**config.mk**
```make
export PLATFORM = sky130hd
export DESIGN_NAME = switch_ctrl_seq
export DESIGN_NICKNAME = d
export VERILOG_FILES = /design/src/rtl/switch_ctrl_seq.sv
export SDC_FILE = /design/constraint.sdc
export NUM_CORES = 1
export LEC_CHECK = 0
export CAP_MARGIN = 25
export CORE_MARGIN = 3
export CORE_UTILIZATION = 58
export DETAILED_ROUTE_END_ITERATION = 12
export PLACE_DENSITY = 0.85
export RECOVER_POWER = 50
export SYNTH_ARGS = -nofsm -noshare
export SYNTH_HDL_FRONTEND = slang
export SYNTH_SLANG_ARGS = --single-unit
export TNS_END_PERCENT = 50
```
**constraint.sdc**
```tcl
create_clock -name clk -period 6.5 [get_ports clk]
set_clock_uncertainty 0.05 [all_clocks]
set_input_delay 0.975 -clock clk [delete_from_list [all_inputs] [get_ports clk]]
set_output_delay 0.975 -clock clk [all_outputs]
set_load 0.1 [all_outputs]
```
**src/rtl/switch_ctrl_seq.sv**
```systemverilog
// Sequencer for a unit current-switch array: slews the enabled-switch count toward
// an accepted code in bounded steps, with optional rotating (DWA) switch selection.
module switch_ctrl_seq #(
    parameter int N_ARRAY  = 47,
    parameter int CODE_W   = 6,
    parameter int MAX_STEP = 4
) (
    input  logic               clk,
    input  logic               rst,
    input  logic [CODE_W-1:0]  code_in,
    input  logic               code_valid,
    output logic               code_ready,
    input  logic               dwa_en,
    output logic [N_ARRAY-1:0] ctrl,
    output logic [CODE_W-1:0]  count,
    output logic               busy,
    output logic               code_sat
);

    // One guard bit keeps sums and differences of count, ptr and step exact.
    localparam int W = CODE_W + 1;
    localparam logic [W-1:0] N_W    = W'(N_ARRAY);
    localparam logic [W-1:0] STEP_W = W'(MAX_STEP);

    localparam logic [1:0] ST_INIT = 2'd0;
    localparam logic [1:0] ST_IDLE = 2'd1;
    localparam logic [1:0] ST_SLEW = 2'd2;

    logic [1:0]         r_state;
    logic [CODE_W-1:0]  r_count;
    logic [CODE_W-1:0]  r_target;
    logic [CODE_W-1:0]  r_ptr;
    logic [N_ARRAY-1:0] r_ctrl;
    logic               r_sat;

    logic [1:0]         w_state_next;
    logic [CODE_W-1:0]  w_count_next;
    logic [CODE_W-1:0]  w_target_next;
    logic [CODE_W-1:0]  w_ptr_next;
    logic [N_ARRAY-1:0] w_ctrl_next;
    logic               w_sat_next;

    logic               w_accept;
    logic               w_code_over;
    logic [CODE_W-1:0]  w_target_acc;
    logic [W-1:0]       w_ptr_sum;
    logic [CODE_W-1:0]  w_ptr_acc;
    logic [W-1:0]       w_cnt_ext;
    logic [W-1:0]       w_tgt_ext;
    logic               w_up;
    logic [CODE_W-1:0]  w_step_up;
    logic [CODE_W-1:0]  w_step_dn;
    logic [CODE_W-1:0]  w_step;
    logic [W-1:0]       w_ptr_next_ext;
    logic [W-1:0]       w_cnt_next_ext;

    assign w_accept     = code_valid && (r_state == ST_IDLE);
    assign w_code_over  = {1'b0, code_in} > N_W;
    assign w_target_acc = w_code_over ? CODE_W'(N_ARRAY) : code_in;

    // Rotation advances past the switches used by the previous code.
    assign w_ptr_sum = {1'b0, r_ptr} + {1'b0, r_count};
    assign w_ptr_acc = !dwa_en          ? '0 :
                       (w_ptr_sum >= N_W) ? CODE_W'(w_ptr_sum - N_W) : CODE_W'(w_ptr_sum);

    assign w_cnt_ext = {1'b0, r_count};
    assign w_tgt_ext = {1'b0, r_target};
    assign w_up      = w_tgt_ext > w_cnt_ext;
    assign w_step_up = ((w_tgt_ext - w_cnt_ext) <= STEP_W) ? r_target
                                                           : CODE_W'(w_cnt_ext + STEP_W);
    assign w_step_dn = ((w_cnt_ext - w_tgt_ext) <= STEP_W) ? r_target
                                                           : CODE_W'(w_cnt_ext - STEP_W);
    assign w_step    = w_up ? w_step_up : w_step_dn;

    always_comb begin
        w_state_next  = r_state;
        w_count_next  = r_count;
        w_target_next = r_target;
        w_ptr_next    = r_ptr;
        w_sat_next    = 1'b0;
        case (r_state)
            ST_INIT: w_state_next = ST_IDLE;
            ST_IDLE: begin
                if (w_accept) begin
                    w_target_next = w_target_acc;
                    w_ptr_next    = w_ptr_acc;
                    w_sat_next    = w_code_over;
                    w_state_next  = (w_target_acc == r_count) ? ST_IDLE : ST_SLEW;
                end
            end
            ST_SLEW: begin
                w_count_next = w_step;
                if (w_step == r_target) begin
                    w_state_next = ST_IDLE;
                end
            end
            default: w_state_next = ST_INIT;
        endcase
    end

    assign w_ptr_next_ext = {1'b0, w_ptr_next};
    assign w_cnt_next_ext = {1'b0, w_count_next};

    // Switch k is on when its distance past ptr (modulo the array) is below count.
    for (genvar gi = 0; gi < N_ARRAY; gi++) begin : g_mask
        localparam logic [W-1:0] K = W'(gi);
        logic [W-1:0] w_rel;
        assign w_rel = (K >= w_ptr_next_ext) ? (K - w_ptr_next_ext)
                                             : (K + N_W - w_ptr_next_ext);
        assign w_ctrl_next[gi] = w_rel < w_cnt_next_ext;
    end

    always_ff @(posedge clk or posedge rst) begin
        if (rst) begin
            r_state  <= ST_INIT;
            r_count  <= '0;
            r_target <= '0;
            r_ptr    <= '0;
            r_ctrl   <= '0;
            r_sat    <= 1'b0;
        end else begin
            r_state  <= w_state_next;
            r_count  <= w_count_next;
            r_target <= w_target_next;
            r_ptr    <= w_ptr_next;
            r_ctrl   <= w_ctrl_next;
            r_sat    <= w_sat_next;
        end
    end

    assign code_ready = (r_state == ST_IDLE);
    assign busy       = (r_state == ST_SLEW);
    assign ctrl       = r_ctrl;
    assign count      = r_count;
    assign code_sat   = r_sat;

endmodule

```
==> impl_metrics.json <==
{
  "synth_seq_cells": 68,
  "synth_area_per_cell_um2": 7.89,
  "critical_path.max_stage_delay_ns": 0.58,
  "synthDistinctLibCells": 91,
  "cts_tree": "done",
  "cts.clk_slew.worst_paths_ns": 0.07,
  "violations": "capacitance limit, slew limit",
  "critPathCaptureType": "register",
  "post_route_hold_slack_ns": 0.523,
  "hold_path.class": "register to register",
  "final_min_period_over_clock_period_pct": 95.9,
  "grt_antenna_before_repair": 2,
  "postRouteAntennaNets": 0,
  "synth_adder_area_share_pct": 24.0,
  "routed_wirelength_um": 59400,
  "critPathRequiredTime_ns": 6.66,
  "setup_buffers_after_cts": 0,
  "synth_simple_gate_area_share_pct": 15.4,
  "vertical_die_dimension_um": 168,
  "worst_setup_path_start_kind": "register",
  "io-pin-count": 66,
  "dp.final_hpwl_um": 42100,
  "chipWidth_um": 168,
  "setup.worst_path.class": "register to register",
  "clockRootBuffer": "clkbuf_16",
  "insertion_delay_ns": 0.36,
  "floorplan.die_area_um2": 28100,
  "finalWorstPathRequiredPeriod_ns": 6.23,
  "std_cell_rows": 58,
  "synth_compound_gate_area_share_pct": 27.7,
  "htree_levels": 3,
  "syn_inst": 1917,
  "dr.first_iter.drc_count": 2181,
  "final-max-slew-violation-count": 71,
  "floorplan.core_area_um2": 25400,
  "drv_cap": 2,
  "timing.critical_path.slowest_stage_cell": "fa_1",
  "timing.critical_path.mode_cell": "ha_1",
  "hold_viol": 0,
  "synth_top_family_by_area": "compound AO/OA/AOI/OAI gates",
  "synth_sequential_area_ratio_pct": 11.2,
  "drtPass1Iterations": 6,
  "num-fill-cells": 2197,
  "yosys_warnings": 0,
  "synth_xor_area_share_pct": 8.86,
  "final_cells": 2316,
  "path_cells": "ha_1, fa_1, ha_1, a21o_1, nand2_1, o32ai_2, a21oi_4, mux2i_1, o21ai_2, inv_1, buf_4, ha_1, and4_1, a21oi_1, xnor2_1, a21oi_1, ha_1, and3_1, a221oi_1, o21ai_0, a211oi_1",
  "initial_utilization_pct": 59.6,
  "numPlacedInstances": 2296,
  "grt_max_degree": 69,
  "drt_drc_violations_left": 0,
  "drt-vias-per-instance": 7.11,
  "grtUsageTotal_pct": 41.1,
  "syn-cell-area_um2": 15100,
  "grt_first_pass_wirelength_um": 91500,
  "post_route_cells_drive_above_1_share_pct": 10.6,
  "grt_setup_unrepaired": "no",
  "grt-ovfl-total": 0,
  "io_buffer_count": 65,
  "layout-area-overhead-vs-synth_pct": 11.7,
  "wire_per_inst_um": 25.6,
  "cts_max_path_buffers": 2,
  "crit_path_start": "count[0]$_DFF_PP0_",
  "most-common-layout-cells": "289 x ha_1, 187 x a21oi_1, 150 x nand2_1",
  "ys.flop_type": "dfrtp_1",
  "outcome": "finished, violations left",
  "max_slew_margin_pct": -67.9,
  "cts_sinks": 68,
  "worst-path-max-fanout": 10,
  "timing.critical_path.buf_inv": 2,
  "numCtsBuffers": 9,
  "critical_path.reg2reg.startpoint": "count[0]$_DFF_PP0_",
  "syn_nets": 2217,
  "worst_path_dominant_cell_family": "compound AO/OA/AOI/OAI gates",
  "worst-endpoint-arrival_ns": 6.40,
  "gp_congestion": 1.02,
  "count_of_flip_flops_with_a_built_in_enable_after_synthesis": 0,
  "synth-async-reset-ratio_pct": 100,
  "max_freq_ghz": 0.160,
  "via_count_of_the_first_global_routing_pass": 16000,
  "commonest_non_fill_non_tap_cell_in_the_layout": "ha_1",
  "tightestPinTransition_ns": 2.52,
  "final_core_utilization_pct": 66.5,
  "muxShareOfSynthArea_pct": 8.23,
  "hold_path.startpoint": "r_state[0]$_DFFE_PP0P_",
  "vias": 16500,
  "num-nets-final": 2279,
  "timing.final.setup_violations": 0,
  "register_to_register_setup_slack_ns": 0.27
}
-- final cells by class --
cell class,instances,area [µm²],area share [%]
flip-flops and latches,68,1700,10.1
clock inverters,7,80.1,0.474
well taps,330,413,2.44
repair buffers,172,1480,8.78
multi-input cells,1676,12800,75.7
clock buffers,9,225,1.33
diodes,2,5.00,0.0296
inverters,52,196,1.16
-- Yosys cell counts (6+ instances only) --
| master | count | share of area, % |
|---|---|---|
| a211o_1 | 11 | 0.64 |
| a211oi_1 | 34 | 1.7 |
| a21o_1 | 81 | 4.0 |
| a21oi_1 | 189 | 6.3 |
| a221oi_1 | 13 | 0.75 |
| a22oi_1 | 7 | 0.35 |
| a31o_2 | 8 | 0.46 |
| a31oi_1 | 25 | 1.0 |
| and2_1 | 15 | 0.62 |
| and3_1 | 23 | 0.95 |
| and4_1 | 8 | 0.46 |
| buf_1 | 11 | 0.27 |
| buf_2 | 24 | 0.79 |
| clkbuf_1 | 83 | 2.1 |
| dfrtp_1 | 68 | 11 |
| ha_1 | 289 | 24 |
| inv_1 | 48 | 1.2 |
| mux2_2 | 31 | 2.3 |
| mux2i_1 | 87 | 5.8 |
| nand2_1 | 150 | 3.7 |
| nand3_1 | 50 | 1.7 |
| nand4_1 | 27 | 1.1 |
| nor2_1 | 142 | 3.5 |
| nor2b_1 | 24 | 0.99 |
| nor3_1 | 19 | 0.63 |
| o2111ai_1 | 9 | 0.52 |
| o211a_1 | 9 | 0.60 |
| o211ai_1 | 20 | 0.99 |
| o21a_1 | 10 | 0.50 |
| o21ai_0 | 106 | 3.5 |
| o21ai_1 | 7 | 0.23 |
| o31ai_1 | 11 | 0.55 |
| or2_2 | 6 | 0.25 |
| or3_1 | 7 | 0.29 |
| xnor2_1 | 146 | 8.5 |
| xor2_1 | 7 | 0.41 |
-- kinds of logic (layout without fill, tap and decap cells) --
| family | Yosys count | after routing |
|---|---|---|
| other cells | 0 | 2 |
| compound gates | 620 | 620 |
| fa+ha+maj | 290 | 290 |
| simple gates | 493 | 493 |
| xor+xnor | 153 | 153 |
| mux | 120 | 120 |
| flops | 68 | 68 |
| buf+inv | 173 | 240 |
-- state kept, by name (all words and copies together), names as in the netlist --
signal and flops:
ctrl 47, count 6, r_ptr 6, r_target 6, r_state 2, code_sat 1
-- timing repair --
item,CTS,global route
gates resized for setup,0,2
setup endpoints to repair,0,2
hold buffers,0,0
endpoints found under the hold margin,0,0
-- worst register-to-register path, stage by stage, from the launching register on --
cell,delay [ns]
dfrtp_2,0.48
ha_1,0.26
fa_1,0.58
ha_1,0.24
a21o_1,0.10
nand2_1,0.06
o32ai_2,0.45
a21oi_4,0.18
mux2i_1,0.29
o21ai_2,0.10
inv_1,0.27
buf_4,0.24
ha_1,0.29
and4_1,0.56
a21oi_1,0.16
xnor2_1,0.35
a21oi_1,0.13
ha_1,0.31
and3_1,0.20
a221oi_1,0.25
o21ai_0,0.13
a211oi_1,0.41
-- final timing paths --
check	cells past startpoint	endpoint
hold / removal	1	r_state[0]$_DFFE_PP0P_
max in group asynchronous	4	count[0]$_DFF_PP0_
hold reg to reg	1	r_state[0]$_DFFE_PP0P_
setup / recovery	21	ctrl[25]$_DFF_PP0_
setup reg to reg	21	ctrl[25]$_DFF_PP0_
min in group asynchronous	3	ctrl[46]$_DFF_PP0_
-- metrics by stage --
step	setup slack, ns	instance area [µm²]	setup TNS, ns
finish	0.266	16900	0
detailed placement	0.333	16600	0
global placement	0.475	16600	0
CTS	0.430	16900	0
floorplan	-0.188	15100	-0.188
global route	0.0122	16900	0
-- per-layer routing --
layer / GRT usage (%) / wire [µm] / vias up / part of all wire, %
li1: - / - / 7256 / -
met1: 53.7 / 22900 / 7683 / 39
met2: 61.4 / 24800 / 1169 / 42
met3: 8.99 / 7260 / 363 / 12
met4: 25.9 / 4450 / 0 / 7.5
met5: 0 / 0 / - / 0
Power is left out: the tool's default activity adds up to more than one toggle a clock period on the data nets, which glitch-free logic cannot reach.
